==> config.mk <==
export PLATFORM = sky130hd
export DESIGN_NAME = output_i2s_tx
export DESIGN_NICKNAME = d
export VERILOG_FILES = /design/src/rtl/hearing_aid_pkg.sv /design/src/rtl/audio_sample_fifo.sv /design/src/rtl/output_i2s_tx.sv
export SDC_FILE = /design/constraint.sdc
export NUM_CORES = 1
export LEC_CHECK = 0
export BUFFER_PORTS_ARGS = -buffer_cell sky130_fd_sc_hd__buf_4
export CAP_MARGIN = 40
export CORE_ASPECT_RATIO = 1.4
export CORE_MARGIN = 10
export CORE_UTILIZATION = 45
export CTS_BUF_LIST = sky130_fd_sc_hd__clkbuf_4 sky130_fd_sc_hd__clkbuf_8
export CTS_CLUSTER_SIZE = 24
export DETAILED_ROUTE_END_ITERATION = 12
export SETUP_SLACK_MARGIN = 0.02
export SLEW_MARGIN = 20
export SYNTH_ARGS = -nofsm -noshare
export SYNTH_HDL_FRONTEND = slang
export SYNTH_SLANG_ARGS = --single-unit
==> constraint.sdc <==
create_clock -name clk -period 3.3 [get_ports clk]
set_input_delay 0.33 -clock clk [delete_from_list [all_inputs] [get_ports clk]]
set_output_delay 0.33 -clock clk [all_outputs]
set_load 0.01 [all_outputs]
==> src/rtl/hearing_aid_pkg.sv <==
// Shared audio-path constants and the serializer state type.
package hearing_aid_pkg;

    localparam int DATA_W = 24;
    localparam int SLOT_W = 32;

    typedef enum logic [0:0] {
        IDLE = 1'b0,
        RUN  = 1'b1
    } tx_state_t;

endpackage

==> src/rtl/audio_sample_fifo.sv <==
// Small synchronous sample buffer; read data is presented from the head entry.
module audio_sample_fifo #(
    parameter int WIDTH = 24,
    parameter int DEPTH = 4,
    localparam int AW = $clog2(DEPTH),
    localparam int LW = $clog2(DEPTH + 1)
) (
    input  logic             clk,
    input  logic             rst,
    input  logic             push,
    input  logic [WIDTH-1:0] wr_data,
    input  logic             pop,
    output logic [WIDTH-1:0] rd_data,
    output logic             empty,
    output logic             full,
    output logic [LW-1:0]    level
);

    localparam logic [LW-1:0] FULL_LVL = LW'(DEPTH);

    logic [WIDTH-1:0] mem [DEPTH];
    logic [AW-1:0]    wr_ptr;
    logic [AW-1:0]    rd_ptr;
    logic             do_push;
    logic             do_pop;

    // Gate requests by occupancy so an empty pop never sees a same-cycle push.
    always_comb begin
        do_push = push && !full;
        do_pop  = pop && !empty;
    end

    assign empty   = (level == LW'(0));
    assign full    = (level == FULL_LVL);
    assign rd_data = mem[rd_ptr];

    // Pointer and occupancy bookkeeping.
    always_ff @(posedge clk) begin
        if (rst) begin
            wr_ptr <= AW'(0);
            rd_ptr <= AW'(0);
            level  <= LW'(0);
        end else begin
            if (do_push) begin
                wr_ptr <= wr_ptr + AW'(1);
            end
            if (do_pop) begin
                rd_ptr <= rd_ptr + AW'(1);
            end
            case ({do_push, do_pop})
                2'b10:   level <= level + LW'(1);
                2'b01:   level <= level - LW'(1);
                default: level <= level;
            endcase
        end
    end

    // Sample storage.
    always_ff @(posedge clk) begin
        if (do_push) begin
            mem[wr_ptr] <= wr_data;
        end
    end

endmodule

==> src/rtl/output_i2s_tx.sv <==
// Mono I2S transmitter: buffers samples and serializes each one into both slots.
module output_i2s_tx #(
    parameter int DATA_W     = hearing_aid_pkg::DATA_W,
    parameter int SLOT_W     = hearing_aid_pkg::SLOT_W,
    parameter int BCLK_DIV   = 8,
    parameter int FIFO_DEPTH = 4
) (
    input  logic                             clk,
    input  logic                             rst,
    input  logic                             enable,
    input  logic                             mute,
    input  logic                             in_valid,
    input  logic [DATA_W-1:0]                in_data,
    output logic                             in_ready,
    input  logic                             clear_underflow,
    output logic                             i2s_bclk,
    output logic                             i2s_lrclk,
    output logic                             i2s_sdata,
    output logic [$clog2(FIFO_DEPTH+1)-1:0]  fifo_level,
    output logic                             underflow_sticky
);

    import hearing_aid_pkg::*;

    localparam int DIV_W = $clog2(BCLK_DIV);
    localparam int BIT_W = $clog2(2 * SLOT_W);
    localparam logic [DIV_W-1:0] DIV_LAST = DIV_W'(BCLK_DIV - 1);
    localparam logic [BIT_W-1:0] BIT_LAST = BIT_W'(2 * SLOT_W - 1);
    localparam logic [BIT_W-1:0] SLOT_LEN = BIT_W'(SLOT_W);
    localparam logic [BIT_W-1:0] DATA_LEN = BIT_W'(DATA_W);

    tx_state_t         state;
    logic [DIV_W-1:0]  div_cnt;
    logic [BIT_W-1:0]  bit_cnt;
    logic [DATA_W-1:0] frame_sample;

    logic              fifo_empty;
    logic              fifo_full;
    logic [DATA_W-1:0] fifo_data;
    logic              push;
    logic              pop;
    logic              load;
    logic              bclk_fall;
    logic [DATA_W-1:0] load_sample;
    logic [BIT_W-1:0]  next_bit;
    logic [BIT_W-1:0]  slot_bit;
    logic [DATA_W-1:0] shifted;
    logic              next_lrclk;
    logic              next_sdata;

    assign in_ready = !fifo_full;

    audio_sample_fifo #(
        .WIDTH (DATA_W),
        .DEPTH (FIFO_DEPTH)
    ) u_fifo (
        .clk     (clk),
        .rst     (rst),
        .push    (push),
        .wr_data (in_data),
        .pop     (pop),
        .rd_data (fifo_data),
        .empty   (fifo_empty),
        .full    (fifo_full),
        .level   (fifo_level)
    );

    // Load decisions: entry into RUN and every frame wrap fetch a new sample.
    always_comb begin
        push      = in_valid && in_ready;
        bclk_fall = (state == RUN) && (div_cnt == DIV_LAST) && i2s_bclk;
        if (state == IDLE) begin
            load = enable;
        end else begin
            load = enable && bclk_fall && (bit_cnt == BIT_LAST);
        end
        pop = load && !fifo_empty;
        if (fifo_empty || mute) begin
            load_sample = '0;
        end else begin
            load_sample = fifo_data;
        end
    end

    // Next serial bit: slot bit 0 is the I2S one-bit delay, then MSB-first data, then padding.
    always_comb begin
        if (bit_cnt == BIT_LAST) begin
            next_bit = BIT_W'(0);
        end else begin
            next_bit = bit_cnt + BIT_W'(1);
        end
        next_lrclk = (next_bit >= SLOT_LEN);
        if (next_lrclk) begin
            slot_bit = next_bit - SLOT_LEN;
        end else begin
            slot_bit = next_bit;
        end
        shifted = frame_sample << (slot_bit - BIT_W'(1));
        if ((slot_bit != BIT_W'(0)) && (slot_bit <= DATA_LEN)) begin
            next_sdata = shifted[DATA_W-1];
        end else begin
            next_sdata = 1'b0;
        end
    end

    // Serializer state machine with bit-clock divider and frame counters.
    always_ff @(posedge clk) begin
        if (rst) begin
            state     <= IDLE;
            div_cnt   <= DIV_W'(0);
            bit_cnt   <= BIT_W'(0);
            i2s_bclk  <= 1'b0;
            i2s_lrclk <= 1'b0;
            i2s_sdata <= 1'b0;
        end else begin
            case (state)
                IDLE: begin
                    div_cnt   <= DIV_W'(0);
                    bit_cnt   <= BIT_W'(0);
                    i2s_bclk  <= 1'b0;
                    i2s_lrclk <= 1'b0;
                    i2s_sdata <= 1'b0;
                    state     <= enable ? RUN : IDLE;
                end
                RUN: begin
                    if (!enable) begin
                        state     <= IDLE;
                        div_cnt   <= DIV_W'(0);
                        bit_cnt   <= BIT_W'(0);
                        i2s_bclk  <= 1'b0;
                        i2s_lrclk <= 1'b0;
                        i2s_sdata <= 1'b0;
                    end else if (div_cnt == DIV_LAST) begin
                        div_cnt  <= DIV_W'(0);
                        i2s_bclk <= ~i2s_bclk;
                        // Data and word select change on the falling edge only.
                        if (i2s_bclk) begin
                            bit_cnt   <= next_bit;
                            i2s_lrclk <= next_lrclk;
                            i2s_sdata <= next_sdata;
                        end
                    end else begin
                        div_cnt <= div_cnt + DIV_W'(1);
                    end
                end
                default: begin
                    state     <= IDLE;
                    div_cnt   <= DIV_W'(0);
                    bit_cnt   <= BIT_W'(0);
                    i2s_bclk  <= 1'b0;
                    i2s_lrclk <= 1'b0;
                    i2s_sdata <= 1'b0;
                end
            endcase
        end
    end

    // Frame sample register, held constant between loads.
    always_ff @(posedge clk) begin
        if (rst) begin
            frame_sample <= '0;
        end else if (load) begin
            frame_sample <= load_sample;
        end else begin
            frame_sample <= frame_sample;
        end
    end

    // Underflow flag: a load from an empty buffer wins over a same-cycle clear.
    always_ff @(posedge clk) begin
        if (rst) begin
            underflow_sticky <= 1'b0;
        end else if (load && fifo_empty) begin
            underflow_sticky <= 1'b1;
        end else if (clear_underflow) begin
            underflow_sticky <= 1'b0;
        end else begin
            underflow_sticky <= underflow_sticky;
        end
    end

endmodule

==> flow_metrics.tcl <==
set metrics [dict create \
    syn_to_final_growth_pct 13.9 \
    worst_r2r_path_depth 12 \
    numPortBuffers 37 \
    start_util_pct 45.9 \
    fp-row-count 49 \
    r2r_start "div_cnt[0]$_SDFF_PP0_" \
    ctsHtreeMaxLevel 4 \
    place_congestion 0.842 \
    hold_buffers 0 \
    async_reset_ff_share_pct 0 \
    clk_pin_slew_ns 0.08 \
    fin_ws_ns 0.465 \
    hpwl_um 7280 \
    min_from "in_data[8]" \
    finalMaxSlewViolations 0 \
    crit_type "flip-flop to flip-flop" \
    die_height_um 156 \
    power.leakage_nw 2.26 \
    met2_usage_pct 21.5 \
    route.detailed.drc 0 \
    synth.avg_cell_area_um2 14.0 \
    slew_headroom_pct 61.5 \
    syn-num-nets 462 \
    ys_ff_latch 143 \
    num_antenna_cells 0 \
    reg2reg_to "u_fifo.level[2]$_SDFFE_PP0P_" \
    finalWirelength_um 11200 \
    met3_usage_pct 3.39 \
    synth_edf_count 96 \
    hold_viol 0 \
    critPathCaptureType "flip-flop" \
    first_pass_iters 4 \
    critPathLaunchType "flip-flop" \
    die_w_um 117 \
    vias 3498 \
    cap_viol_max_count 0 \
    status "finished clean" \
    antenna_found_initial 0 \
    gr-total-overflow 0 \
    tightest_slew_ns 0.577 \
    wl_per_cell_um 17.7 \
    arrival_ns 3.20 \
    final_antenna_net_count 0 \
    grtUsageTotal_pct 13.0 \
    finalCritPeriodShare_pct 85.9 \
    dieArea_mm2 0.0182 \
    hold_depth 1 \
    cts_inserted_buffers 17 \
    yosysWarnings 0 \
    grt_busiest_layer "met2" \
    holdPathEnd "u_fifo.mem[3][8]$_DFFE_PP_" \
    grt_max_degree 35 \
    period_minus_slack_ns 2.83 \
    hp-class "input pin to flip-flop" \
    tritoncts "built" \
    via_per_inst 5.54 \
    ios 38 \
    setup-tns-final_ns 0 \
    placed_area_mm2 0.00636 \
    postCtsSetupRepairBufs 0 \
    critical_path_required_ns 3.66 \
    ys.flop_type "edfxtp_1" \
    clockBufferDepth 2 \
    synth_cell_types 51 \
    skew_ns 0.00897 \
    clkSinkCount 143 \
    met1_usage_pct 15.4 \
    rsz0062_at_grt "false" \
    slowest_delay_ns 0.37 \
    synth-seq-area-share_pct 64.7 \
    rrSetupSlack_ns 0.47 \
    stdcell_area_mm2 0.00673 \
    max_freq_mhz 353 \
    grt_pass1_wl_um 18300 \
    path_cells "ha_1 -> ha_1 -> nand2_1 -> o31ai_1 -> nand2_1 -> nor2_1 -> ha_1 -> inv_1 -> fa_1 -> xor2_1 -> or3_1 -> a21oi_1" \
    place_ws_ns 0.459 \
    vdd_drop_max_mv 0.353 \
    crit_path_max_fanout 7 \
    pwr_density_cell_mw_per_mm2 616 \
    setup_viol 0 \
    grt_pass1_vias 3603 \
    post_synth_instance_area_mm2 0.00591 \
    crit_slowest_cell "fa_1" \
    coreArea_mm2 0.0129 \
    clock_latency_ns 0.43 \
    layout.nets 505 \
    cts_resized 0 \
    drive_gt1_share_pct 24.5 \
    clockRootBuffer "clkbuf_8" \
    netlist_instances 422 \
    drt_iter0_markers 221 \
    path_common_cell "ha_1" \
]
[area by class of cell]
class | count | area [um2]
flip-flops and latches | 143 | 3820
inverters | 9 | 33.8
fillers | 1074 | 6140
multi-input cells | 242 | 1920
clock inverters | 12 | 113
clock buffers | 20 | 256
repair buffers | 52 | 390
well taps | 153 | 191
[cells in the final DEF, fill, tap and decap left out, types with 2 or more instances in the layout]
master	netlist	layout
o211ai_1	2	2
nor3b_1	3	3
xnor2_1	8	8
mux4_2	30	30
clkbuf_8	0	17
a211oi_1	2	2
nor3_1	5	5
dfxtp_1	47	47
inv_6	0	3
o21a_1	2	2
clkinv_4	0	2
and3_1	5	5
mux2i_1	2	2
edfxtp_1	96	96
nor2b_1	4	4
nand2_1	40	40
clkbuf_4	0	3
a31oi_1	3	3
ha_1	9	9
nor2_1	25	25
xor2_1	6	6
and2_1	4	4
o21ai_0	5	5
inv_1	8	8
buf_4	4	52
clkinvlp_4	0	4
a21oi_1	34	34
nand3_1	29	29
[worst max-delay path: cells and delay by family (launching register included)]
kind / cells / cell delay (ns)
buf+inv: 1 / 0.06
simple gates: 4 / 0.80
fa+ha+maj: 4 / 0.99
compound gates: 2 / 0.42
flops: 1 / 0.34
xor+xnor: 1 / 0.15
[state kept, by name, indices dropped and copies added, names as in the netlist, named ones only]
name / flops
bit_cnt: 6
div_cnt: 3
u_fifo.mem: 96
state: 1
u_fifo.rd_ptr: 2
i2s_bclk: 1
i2s_sdata: 1
underflow_sticky: 1
u_fifo.wr_ptr: 2
i2s_lrclk: 1
frame_sample: 24
u_fifo.level: 3
[how the worst max path moves through the flow]
stage | from | end | slack (ns)
finish | div_cnt[0]$_SDFF_PP0_ | u_fifo.level[2]$_SDFFE_PP0P_ | 0.47
global route | div_cnt[0]$_SDFF_PP0_ | u_fifo.level[2]$_SDFFE_PP0P_ | 0.18
CTS | div_cnt[0]$_SDFF_PP0_ | u_fifo.level[2]$_SDFFE_PP0P_ | 0.43
global placement | div_cnt[0]$_SDFF_PP0_ | u_fifo.level[2]$_SDFFE_PP0P_ | 0.52
floorplan | bit_cnt[0]$_SDFFE_PP0P_ | u_fifo.level[2]$_SDFFE_PP0P_ | 0.61
detailed placement | div_cnt[0]$_SDFF_PP0_ | u_fifo.level[2]$_SDFFE_PP0P_ | 0.46
[through the flow]
stage	hold WS [ns]	instances	total power, mW	utilization (%)
3_5_place_dp	0.429	599	2.93	49.4
2_1_floorplan	0.404	422	2.69	-
4_1_cts	0.0685	631	4.21	52.3
6_report	0.0984	631	4.14	52.3
3_3_place_gp	0.413	599	2.91	49.4
5_1_grt	0.0627	631	4.36	52.3
[cell usage after synthesis (2+ instances only)]
| cell | n | area [um2] |
|---|---|---|
| and2_1 | 4 | 25.0 |
| o21ai_0 | 5 | 25.0 |
| o211ai_1 | 2 | 15.0 |
| mux2i_1 | 2 | 20.0 |
| a211oi_1 | 2 | 15.0 |
| o21a_1 | 2 | 15.0 |
| nor2b_1 | 4 | 25.0 |
| and3_1 | 5 | 31.3 |
| a21oi_1 | 34 | 170 |
| dfxtp_1 | 47 | 941 |
| clkbuf_1 | 15 | 56.3 |
| nand2_1 | 40 | 150 |
| xnor2_1 | 8 | 70.1 |
| nand3_1 | 29 | 145 |
| buf_2 | 7 | 35.0 |
| buf_4 | 4 | 30.0 |
| inv_1 | 8 | 30.0 |
| nor2_1 | 25 | 93.8 |
| xor2_1 | 6 | 52.6 |
| mux4_2 | 30 | 676 |
| buf_1 | 2 | 7.51 |
| nor3_1 | 5 | 25.0 |
| edfxtp_1 | 96 | 2880 |
| nor3b_1 | 3 | 22.5 |
| ha_1 | 9 | 113 |
| a31oi_1 | 3 | 18.8 |
[metal layers]
layer	part of all wire, %	wire [um]	up-vias
li1	-	-	1672
met4	1.9	212	0
met2	53	5920	62
met1	42	4700	1747
met3	3.1	348	17
met5	0	0	-
[power breakdown]
| part | leakage, nW | switching (mW) | internal (mW) |
|---|---|---|---|
| clock network | 0.178 | 0.648 | 0.625 |
| registers | 1.26 | 0.0616 | 2.09 |
| logic | 0.823 | 0.389 | 0.333 |
[logic make-up (layout without fill, tap and decap cells)]
logic type	after synthesis	count (layout)	share of synthesized area, %
DFF	143	143	64.7
and+or+nand+nor	124	124	9.99
AOI/OAI and AO/OA	61	61	6.29
buffers and inverters	37	93	2.75
muxes	33	33	12.0
xor gates and xnor gates	14	14	2.07
adders and majority gates	10	10	2.24
No activity file was read; power rests on OpenSTA's default activity.
